File: src/rtl/events_to_apb_mc.sv
// Multi-channel event counter with an APB write requester.
// Each channel accumulates event pulses in a saturating counter. A
// round-robin arbiter picks one non-empty channel at a time. The bridge then
// writes that channel's count and overflow flag to the channel's APB record.
module events_to_apb_mc #(
  parameter int unsigned NUM_CH      = 4,
  parameter int unsigned CNT_W       = 8,
  parameter int unsigned ADDR_W      = 16,
  parameter int unsigned DATA_W      = 32,
  parameter int unsigned BASE_ADDR   = 0,
  parameter int unsigned ADDR_STRIDE = 4
) (
  input  logic                       clk,
  input  logic                       reset,
  input  logic [NUM_CH-1:0]          event_i,
  input  logic                       enable_i,
  output logic [ADDR_W-1:0]          paddr_o,
  output logic                       psel_o,
  output logic                       penable_o,
  output logic                       pwrite_o,
  output logic [DATA_W-1:0]          pwdata_o,
  input  logic                       pready_i,
  input  logic                       pslverr_i,
  output logic [NUM_CH-1:0]          pend_o,
  output logic                       busy_o,
  output logic                       err_o,
  output logic [$clog2(NUM_CH)-1:0]  err_ch_o
);

  localparam int unsigned CH_W = $clog2(NUM_CH);
  localparam logic [CH_W:0] NUM_CH_EXT = (CH_W+1)'(NUM_CH);
  localparam logic [CH_W-1:0] LAST_CH = CH_W'(NUM_CH - 1);

  typedef enum logic [1:0] {IDLE, SETUP, ACCESS} state_t;

  state_t            state;
  logic [CNT_W-1:0]  cnt [NUM_CH];
  logic [NUM_CH-1:0] ovf;
  logic [CH_W-1:0]   ptr;
  logic [CH_W-1:0]   cur_ch;

  logic              grant_valid;
  logic [CH_W-1:0]   grant_ch;
  logic [CH_W:0]     cand;
  logic              grant_fire;
  logic [ADDR_W-1:0] grant_addr;
  logic [DATA_W-1:0] grant_data;

  // Round-robin search: the lowest offset from ptr with a non-zero count wins.
  always_comb begin
    // NOTE: every variable gets a default first so no path leaves it unassigned (no latch).
    grant_valid = 1'b0;
    grant_ch    = '0;
    cand        = '0;
    for (int i = NUM_CH - 1; i >= 0; i--) begin
      cand = {1'b0, ptr} + (CH_W+1)'(i);
      if (cand >= NUM_CH_EXT) cand = cand - NUM_CH_EXT;
      if (cnt[cand[CH_W-1:0]] != '0) begin
        grant_valid = 1'b1;
        grant_ch    = cand[CH_W-1:0];
      end
    end
  end

  // Build the APB record for the candidate channel (address wraps at ADDR_W).
  always_comb begin
    grant_addr = ADDR_W'(BASE_ADDR) + ADDR_W'(grant_ch) * ADDR_W'(ADDR_STRIDE);
    grant_data = '0;
    grant_data[CNT_W-1:0] = cnt[grant_ch];
    grant_data[DATA_W-1]  = ovf[grant_ch];
  end

  assign grant_fire = (state == IDLE) && enable_i && grant_valid;
  assign busy_o     = (state != IDLE);

  // A channel is pending whenever its counter is non-zero.
  always_comb begin
    pend_o = '0;
    for (int c = 0; c < NUM_CH; c++) pend_o[c] = |cnt[c];
  end

  // Per-channel saturating counters. The granted channel is cleared on the
  // grant edge, but an event arriving on that same edge is kept as a count of 1.
  always_ff @(posedge clk or negedge reset) begin
    if (!reset) begin
      // NOTE: the counters are architectural state, so the whole array is reset here rather than left uninitialised like a RAM.
      for (int c = 0; c < NUM_CH; c++) cnt[c] <= '0;
      ovf <= '0;
    end else begin
      for (int c = 0; c < NUM_CH; c++) begin
        if (grant_fire && (CH_W'(c) == grant_ch)) begin
          cnt[c] <= event_i[c] ? CNT_W'(1) : '0;
          ovf[c] <= 1'b0;
        end else if (event_i[c]) begin
          if (&cnt[c]) ovf[c] <= 1'b1;
          else         cnt[c] <= cnt[c] + CNT_W'(1);
        end
      end
    end
  end

  // APB transfer FSM with registered bus outputs and error reporting.
  always_ff @(posedge clk or negedge reset) begin
    if (!reset) begin
      state     <= IDLE;
      ptr       <= '0;
      cur_ch    <= '0;
      psel_o    <= 1'b0;
      penable_o <= 1'b0;
      pwrite_o  <= 1'b0;
      paddr_o   <= '0;
      pwdata_o  <= '0;
      err_o     <= 1'b0;
      err_ch_o  <= '0;
    end else begin
      // NOTE: sequential state uses non-blocking assignments so every register samples pre-edge values.
      err_o <= 1'b0;
      case (state)
        IDLE: begin
          if (grant_fire) begin
            state    <= SETUP;
            psel_o   <= 1'b1;
            pwrite_o <= 1'b1;
            paddr_o  <= grant_addr;
            pwdata_o <= grant_data;
            cur_ch   <= grant_ch;
            ptr      <= (grant_ch == LAST_CH) ? '0 : grant_ch + CH_W'(1);
          end
        end
        SETUP: begin
          state     <= ACCESS;
          penable_o <= 1'b1;
        end
        ACCESS: begin
          if (pready_i) begin
            state     <= IDLE;
            psel_o    <= 1'b0;
            penable_o <= 1'b0;
            pwrite_o  <= 1'b0;
            if (pslverr_i) begin
              err_o    <= 1'b1;
              err_ch_o <= cur_ch;
            end
          end
        end
        default: state <= IDLE;
      endcase
    end
  end

endmodule

File: config.mk
export PLATFORM = sky130hd
export DESIGN_NAME = events_to_apb_mc
export DESIGN_NICKNAME = d
export VERILOG_FILES = /design/src/rtl/events_to_apb_mc.sv
export SDC_FILE = /design/constraint.sdc
export NUM_CORES = 1
export LEC_CHECK = 0
export CAP_MARGIN = 5
export CELL_PAD_IN_SITES_DETAIL_PLACEMENT = 0
export CELL_PAD_IN_SITES_GLOBAL_PLACEMENT = 2
export CORE_AREA = 2 2 104 106
export CTS_CLUSTER_DIAMETER = 40
export CTS_CLUSTER_SIZE = 12
export DETAILED_ROUTE_END_ITERATION = 16
export DIE_AREA = 0 0 106 108
export MAX_ROUTING_LAYER = met4
export PLACE_DENSITY_LB_ADDON = 0.25
export RECOVER_POWER = 100
export SLEW_MARGIN = 20
export SYNTH_ARGS = -nofsm -noshare
export SYNTH_HDL_FRONTEND = slang
export SYNTH_SLANG_ARGS = --single-unit
File: constraint.sdc
create_clock -name clk -period 4.5 [get_ports clk]
set_input_delay 0.675 -clock clk [delete_from_list [all_inputs] [get_ports clk]]
set_output_delay 0.675 -clock clk [all_outputs]
set_load 0.05 [all_outputs]
# Word level (Yosys, flattened, before mapping)
# Index checks and enable logic that the tools add are counted.
[classes]
n_addsub = 12
n_lt_le_gt_ge = 10
n_eq_ne = 12
muxes = 68
bitwise = 5
n_reduce_logical = 44
[op_table]
columns = ["cell", "n"]
rows = [
  ["$mux W8", 22],
  ["$bmux W8 S2", 5],
  ["$add A8 B1 Y8 const B", 4],
  ["$reduce_and A8 Y1", 4],
  ["$reduce_bool A8 Y1", 4],
  ["$reduce_or A8 Y1", 4],
  ["$mux W1", 26],
  ["$ge A3 B3 Y1 const B", 8],
  ["$mux W2", 11],
  ["$reduce_and A2 Y1", 11],
  ["$reduce_bool A2 Y1", 11],
  ["$not A2 Y3", 5],
  ["$ne A2 B2 Y1 const B", 6],
  ["$sub A2 B1 Y2 const B", 4],
  ["$add A2 B2 Y3 const B", 2],
  ["$logic_and A1 B1 Y1", 6],
  ["$pmux W2 S3", 1],
  ["$reduce_and A3 Y1", 2],
  ["$eq A2 B2 Y1 const A", 2],
  ["$eq A2 B2 Y1 const B", 2],
  ["$logic_not A2 Y1", 2],
  ["$pmux W1 S2", 2],
  ["$add A2 B1 Y3 const B", 1],
  ["$ge A2 B3 Y1 const B", 1],
  ["other kinds (5)", 5],
]
[totals]
register_bits = 56
in_bits = 9
out_inout_bits = 59
elab_cells = 167

# Longest topological paths before layout
# Gate-level depths: netlist of the first run.
[depth]
ltp_word = 16
depth_mapped = 9
depth_no_buf = 7

# Worst setup path before layout of the first run
# OpenSTA, ideal clock, no wires.
[synth_timing]
path_kind = "register -> register"
from = "reg cnt[10] in the netlist's numbering"
to = "reg cnt[16] in the netlist's numbering"
setup_time_ps = 126
arrival_ps = 2088
required_ps = 4374
path_slack_ps = 2286
path_stages_with_launch = 8
n_path_buf = 1
synth_period_minus_slack_ps = 2214
cell_sequence = "dfrtp_1 > buf_6 > nor4_4 > nand2_1 > a211o_1 > a21o_1 > o311a_1 > a221o_1"
[synth_between]
elab_chain_cells = 12
elab_cells_between_ends = 31
cone_classes = "eq/ne (2); mux (21); reduce/logical (8)"
[synth_lines]
columns = ["item", "line", "source"]
rows = [
  ["start: declaration", "37", "logic [CNT_W-1:0] cnt [NUM_CH];"],
  ["start signal: indexed assignment", "92", "cnt[c] <= event_i[c] ? CNT_W'(1) : '0;"],
  ["start signal: indexed assignment", "96", "else cnt[c] <= cnt[c] + CNT_W'(1);"],
  ["$bmux W8 S2", "58", "if (cnt[cand[CH_W-1:0]] != '0) begin"],
  ["$mux W8 (not written as such) (2 in series)", "58", ""],
  ["$reduce_bool A8 Y1", "58", ""],
  ["$mux W2 / $mux W1 (equally long branches) (4 in series)", "58", ""],
  ["$eq A1 B2 Y1 / $logic_and A1 B1 Y1 (equally long branches)", "91, 73", ""],
  ["$logic_and A1 B1 Y1 *", "91", "if (grant_fire && (CH_W'(c) == grant_ch)) begin"],
  ["$ne A2 B2 Y1 (no line) / $reduce_bool A2 Y1 (equally long branches)", "n/a", ""],
  ["$reduce_and A2 Y1 (no line)", "n/a", ""],
]
# Every way passes the cells marked *; elsewhere a longest branch is shown, timed or not. The select of a mux whose other input is x is not followed.
# A chain may end at the register's enable or synchronous reset.

# Worst setup path after layout of the first run
[layout_timing]
from = "reg cnt[18] in the netlist's numbering"
to = "reg cnt[16] in the netlist's numbering"
[layout_between]
elab_chain_cells = 12
elab_cells_between_ends = 32
cone_classes = "eq/ne (2); mux (21); reduce/logical (9)"
[layout_lines]
columns = ["item", "line"]
rows = [
  ["$bmux W8 S2", "58"],
  ["$mux W8 (not written as such) (2 in series)", "58"],
  ["$reduce_bool A8 Y1", "58"],
  ["$mux W2 / $mux W1 (equally long branches) (4 in series)", "58"],
  ["$eq A1 B2 Y1 / $logic_and A1 B1 Y1 (equally long branches)", "91, 73"],
  ["$logic_and A1 B1 Y1", "91"],
  ["$ne A2 B2 Y1 (no line) / $reduce_bool A2 Y1 (equally long branches)", "n/a"],
  ["$reduce_and A2 Y1 (no line)", "n/a"],
]
# Several ways; a longest one is shown, not always the timed one. The select of a mux whose other input is x is not followed.

==> results of run 1 <==
-- per-layer routing --
| layer | vias up | global-route usage [%] |
|---|---|---|
| met5 | - | - |
| met4 | 0 | 4.04 |
| met3 | 10 | 2.29 |
| met2 | 64 | 23.7 |
| met1 | 1301 | 20.4 |
| li1 | 1274 | - |
-- worst paths after layout --
kind,slack (ns),startpoint,to,cells past startpoint
max in group asynchronous,1.32,reset,cnt[4],2
min,0.50,pwrite_o,pwrite_o,2
max,1.20,cnt[18],cnt[16],6
min in group asynchronous,1.45,reset,pwrite_o,2
max reg2reg,1.20,cnt[18],cnt[16],6
min reg2reg,0.50,pwrite_o,pwrite_o,2
-- Yosys cell counts, types with 6 or more instances --
| cell | count |
|---|---|
| nand3_1 | 19 |
| nand2_1 | 32 |
| a21oi_1 | 12 |
| nand4_1 | 9 |
| ha_1 | 8 |
| o221ai_1 | 6 |
| and2_1 | 6 |
| xnor2_1 | 8 |
| inv_1 | 18 |
| dfrtp_1 | 56 |
| mux2i_1 | 15 |
| nor2_1 | 53 |
| xor2_1 | 12 |
| buf_4 | 40 |
-- per-stage QoR --
stage,util (%),instance area [um2],hold slack [ns],setup slack (ns),power (uW)
4_1_cts,37.3,3820,0.520,1.55,2840
3_5_place_dp,36.3,3710,0.495,1.42,2500
5_1_grt,36.9,3770,0.537,0.647,2940
3_3_place_gp,36.3,3710,0.484,1.45,2500
2_1_floorplan,-,3570,0.379,2.29,2100
6_report,36.9,3770,0.504,1.20,2740
-- layout make-up --
class	instances	area (um2)	area share [%]
clock buffers	6	72.6	1.92
inverters	18	67.6	1.79
repair buffers	32	303	8.03
well taps	136	170	4.51
multi-input cells	286	1720	45.7
flip-flops and latches	56	1400	37.2
clock inverters	2	35.0	0.929
-- critical path, stage by stage, from the launching register on --
cell and delay (ns):
dfrtp_1 0.45, nor4_1 0.50, nand2_1 0.20, o41ai_1 0.53
clkbuf_1 0.73, nor3_1 0.36, a221o_1 0.43
-- registers in the layout, indices dropped and copies added (netlist names) --
signal     cells
pwdata_o       9
penable_o      1
err_o          1
err_ch_o       2
cnt           32
ovf            4
state          2
ptr            2
cur_ch         2
pwrite_o       1
-- logic make-up after synthesis --
group	after synthesis
AO/OA/AOI/OAI	54
adder cells (fa/ha/maj)	8
other	1
AND/OR/NAND/NOR	149
multiplexers	18
flip-flops	56
XOR/XNOR	20
buffers and inverters	67
-- report_power, final --
| part | total [uW] | switching [uW] | internal [uW] | leakage, uW |
|---|---|---|---|---|
| Clock | 333 | 167 | 166 | 0.0000552 |
| Combinational | 1490 | 987 | 503 | 0.000936 |
| Sequential | 913 | 241 | 672 | 0.000732 |
| Total | 2740 | 1400 | 1340 | 0.00172 |
==> flow_summary_export.csv, run 1 <==
group,metric,value,unit
finish,diodes,0,
cts,root_buffer,"clkbuf_8",
drt,route.met3.wl,275,um
sta,slew_headroom,-104,%
hold_path,hold_path_class,"reg -> reg",
drt,drt-vias-per-instance,4.94,
worst_setup_path,cp.required,4.70,ns
sta,rsz0062_at_grt,"no",
logic_synthesis,synth_ff_type,"dfrtp_1",
logic_synthesis,netlist.area_leader.share,40.8,%
cts,post_cts_buffers,0,
drt,routed_wl,8140,um
finish,nets,416,
sta,post-route-period-util,73.3,%
finish,drive_gt1_share,4.75,%
finish,layout_common_cells,"dfrtp_1 (56), nor2_1 (55), conb_1 (37), nand2_1 (32), dlygate4sd3_1 (23)",
global_route,grt_usage,15.1,%
cts,clk_pin_slew_worst_paths,0.10,ns
floorplanning,start_util,33.6,%
place,port_buffers,30,
place,place_inst,528,
floorplanning,die_w,106,um
worst_setup_path,cp_data_arrival_time,3.50,ns
sta,setup_violations,0,
cts,ctsResizeCount,0,
cts,cts_tree,"yes",
logic_synthesis,netlist_top_cells_area,"dfrtp_1 (41%), buf_4 (8.7%), nor2_1 (5.8%)",
global_route,grt_pass1_wl,13200,um
drt,highest_layer,"met4",
outcome,violations,"max-capacitance violations, max-slew violations",
run,maxCapViolCount,1,
place,gp_congestion,0.872,
finish,stdcell_count,536,
logic_synthesis,avgSynthCellArea,9.21,um2
outcome,outcome,"finished, violations left",
drt,first_pass_iters,4,
drt,num_vias,2649,
floorplanning,core-area,0.0102,mm2
logic_synthesis,synth-simple-area-share,21.8,%
sta,worst_slew_pin_slew,3.05,ns
power,irDropWorstVdd,0.246,mV
sta,max_freq,303,MHz
global_route,grt_max_degree,57,
floorplanning,ios,68,
drt,m1WireLength,3880,um
global_route,grt_pass1_vias,2441,
cts,h-tree-depth,2,
drt,drcViolationCount,0,
finish,nFillCells,1062,
logic_synthesis,synth-seq-cells,56,
logic_synthesis,synth-edff-count,0,
logic_synthesis,synth_xor_area_share,5.10,%
worst_setup_path,path_max_fanout,19,
logic_synthesis,syn_inst,373,
logic_synthesis,async_flop_share,100,%
sta,fin_setup_tns,0,ns
global_route,grt_overflow,0,
logic_synthesis,synth_compound_area_share,11.7,%
logic_synthesis,synth_fa_ha_area_share,2.91,%
logic_synthesis,yosysWarnings,0,
finish,syn2layout_area_growth,9.72,%
drt,met2_length,3870,um
sta,fin_skew,0.00647,ns
drt,ant_nets,0,
power,p_leak,0.00172,uW
sta,period_minus_slack,3.30,ns
cts,hold_buffers,0,
cts,cts.sink_count,56,
finish,final_common_cell,"dfrtp_1",
floorplanning,fp.dieArea,0.0114,mm2
sta,hold_viol,0,
logic_synthesis,syn_area,0.00344,mm2
drt,wl_per_cell,15.2,um
floorplanning,rows,37,
worst_setup_path,endpoint_kind,"flip-flop",
floorplanning,fp.dieH,108,um
logic_synthesis,synth_top_family_by_area,"simple AND/OR/NAND/NOR gates",
cts,cts_buffer_depth,2,
global_route,antenna_found_initial,0,
logic_synthesis,synth.area.mux_share,5.35,%
logic_synthesis,yosysSeqAreaShare,40.8,%
power,power_density,725,mW/mm2
place,dp.final_hpwl,6080,um
worst_setup_path,path_class,"reg -> reg",
drt,dr.first_iter.drc_count,97,
cts,clk_latency,0.31,ns
logic_synthesis,yosysUniqueCellTypes,53,
sta,drv_slew,57,
logic_synthesis,synth_top_area_cell,"dfrtp_1",
cts,numCtsBuffers,5,
worst_setup_path,critical_path.startpoint_type,"flip-flop",
Note: power is estimated with default switching activity, not from simulation.
==> run 2: changes to the inputs <==
Settings changed: CORE_AREA 2 2 104 106 to 2 2 112 114, DIE_AREA 0 0 106 108 to 0 0 114 116.
Clock period 4.5 ns to 2.6 ns, I/O delays scaled along.
==> run 2 against run 1 <==
Compared with the run above:
- largest power group unchanged
- the run still ends with max-capacitance violations, max-slew violations left
- first-iteration DRC count rose by 39%
- core utilization is 1.6 points lower
- non-clock buffer count up 33
- clock power increased by 130%
- count of clock-buffer cells in the layout is 1 lower
==> flow_summary_export.csv, run 2 (synthesis gave the netlist of run 1 again) <==
group,metric,value,unit
finish,largest_register_ffs,32,
worst_setup_path,max_stage_delay,0.71,ns
drt,num_vias,2770,
sta,rsz0062_at_grt,"yes",
worst_setup_path,rr_endpoint,"cnt[0]",
cts,numCtsBuffers,5,
drt,dr.first_iter.drc_count,135,
finish,drive_gt1_share,14.8,%
drt,drt-vias-per-instance,4.78,
sta,fin_setup_tns,0,ns
finish,reg.largest.list,"cnt (32), pwdata_o (9), ovf (4)",
sta,hold_viol,0,
drt,drcViolationCount,0,
finish,nFillCells,1271,
power,power_density,1310,mW/mm2
worst_setup_path,r2r_cells,7,
cts,post_cts_buffers,0,
sta,holdWs,0.468,ns
drt,wl_per_cell,15.6,um
outcome,violations,"max-capacitance violations, max-slew violations",
sta,setup_violations,0,
worst_setup_path,path_buf_inv,2,
worst_setup_path,cp.required,2.21,ns
sta,post-route-period-util,96.7,%
worst_setup_path,reg2reg_setup_slack,0.12,ns
sta,period_minus_slack,2.51,ns
finish,diodes,0,
finish,layout_common_cells,"dfrtp_1 (56), nor2_1 (53), conb_1 (37), buf_4 (32), nand2_1 (31)",
power,power.internal,2860,uW
drt,routed_wl,9080,um
power,irDropWorstVdd,0.443,mV
sta,max_freq,398,MHz
sta,slew_headroom,-3.93,%
hold_path,hold_path_class,"in -> async",
finish,final_cell_area,0.00420,mm2
finish,nets,449,
worst_setup_path,cp_data_arrival_time,2.12,ns
floorplanning,fp.dieH,116,um
power,share_comb_of_total_power,59.1,%
worst_setup_path,crit_family,"buffers and inverters",
cts,clk_pin_slew_worst_paths,0.07,ns
floorplanning,ios,68,
drt,ant_nets,0,
drt,first_pass_iters,4,
power,p_sw_share,48.2,%
global_route,grt_pass1_wl,14500,um
global_route,antenna_found_initial,0,
sta,drv_slew,28,
outcome,outcome,"finished, violations left",
worst_setup_path,path_max_fanout,5,
floorplanning,start_util,28.9,%
cts,h-tree-depth,2,
sta,fin_skew,0.00707,ns
worst_setup_path,endpoint_kind,"primary output",
worst_setup_path,r2r_start,"cnt[27]",
finish,final_core_util,35.3,%
global_route,grt_overflow,0,
cts,cts.sink_count,56,
cts,hold_buffers,0,
floorplanning,die_w,114,um
power,p_leak,0.00196,uW
power,p_clk_share,13.9,%
run,maxCapViolCount,1,
worst_setup_path,cpMaxStageDelayCell,"clkdlybuf4s50_1",
worst_setup_path,path_class,"reg -> out",
power,p_switching,2660,uW
sta,setup_slack,0.0864,ns
finish,multi_input_comb_area,0.00181,mm2
global_route,grt_usage,14.5,%
global_route,grt_max_degree,31,
finish,regMostFlops,"cnt",
sta,worst_slew_pin_slew,1.56,ns
global_route,grt_pass1_vias,2641,
floorplanning,fp.dieArea,0.0132,mm2
worst_setup_path,crit_path_start,"cnt[27]",
finish,syn2layout_area_growth,22.2,%
cts,root_buffer,"clkbuf_16",
place,post-place-ws,-0.128,ns
floorplanning,core-area,0.0119,mm2
cts,cts_buffer_depth,2,
place,dp.final_hpwl,7050,um
worst_setup_path,crit_chain,"nor4_4, buf_4, nand3_1, clkdlybuf4s50_1",
place,gp_congestion,0.789,
cts,cts_tree,"yes",
floorplanning,rows,40,
cts,clk_latency,0.29,ns
finish,final_common_cell,"dfrtp_1",
worst_setup_path,critical_path.startpoint_type,"flip-flop",
place,place_area,0.00400,mm2
power,p_seq_share,27.0,%
finish,register_area,0.00140,mm2
place,port_buffers,30,
-- run 2: cell types whose count changed in the layout (fill, tap and decap cells not counted), sizes merged --
| cell | change |
|---|---|
| clkdlybuf4s50 | +5 |
| clkbuf | -1 |
| dlygate4sd3 | -5 |
| clkinvlp | +1 |
| buf | +33 |
-- run 2: final cells by class --
type                       instances  area share (%)
multi-input combinational        286            43.1
sequential                        56            33.4
timing repair buffer              65            13.6
tap                              147            4.38
clock buffer                       5            2.98
inverter                          18            1.61
clock inverter                     3            1.01
-- run 2: how the worst max path moves through the flow --
stage | to | slack, ns | depth (start not counted)
CTS | pend_o[1] | 0.03 | 4
floorplan | cnt[16] | 0.39 | 7
detailed placement | cnt[24] | -0.13 | 7
global placement | cnt[24] | -0.13 | 7
global route | pend_o[0] | 0.0008 | 4
finish | pend_o[0] | 0.09 | 4
-- run 2: per-stage QoR --
stage	power, uW	std cells
final	5520	580
after global routing	5890	580
after CTS	5560	580
after detailed placement	4740	572
after global placement	4730	572
after floorplan	3640	409
-- run 2: power groups by stage --
stage	Sequential [uW]	Combinational, uW	Clock, uW
after global routing	1540	3520	830
after CTS	1480	3290	797
after floorplan	1760	1880	0
after detailed placement	1480	3260	0
after global placement	1480	3250	0
final	1490	3260	765
-- run 2: what timing repair did --
action                                  4_1_cts  5_1_grt
resized for setup                             2        7
gates cloned                                  0        0
pin swaps                                     0        1
endpoints found under the setup margin       17       37
-- run 2: per-layer routing --
layer / routed length, um / part of all wire [%] / GRT usage, %
met5: 0 / 0 / -
met4: 144 / 1.6 / 3.41
met3: 278 / 3.1 / 1.88
met2: 4340 / 48 / 23.4
met1: 4310 / 47 / 19.4
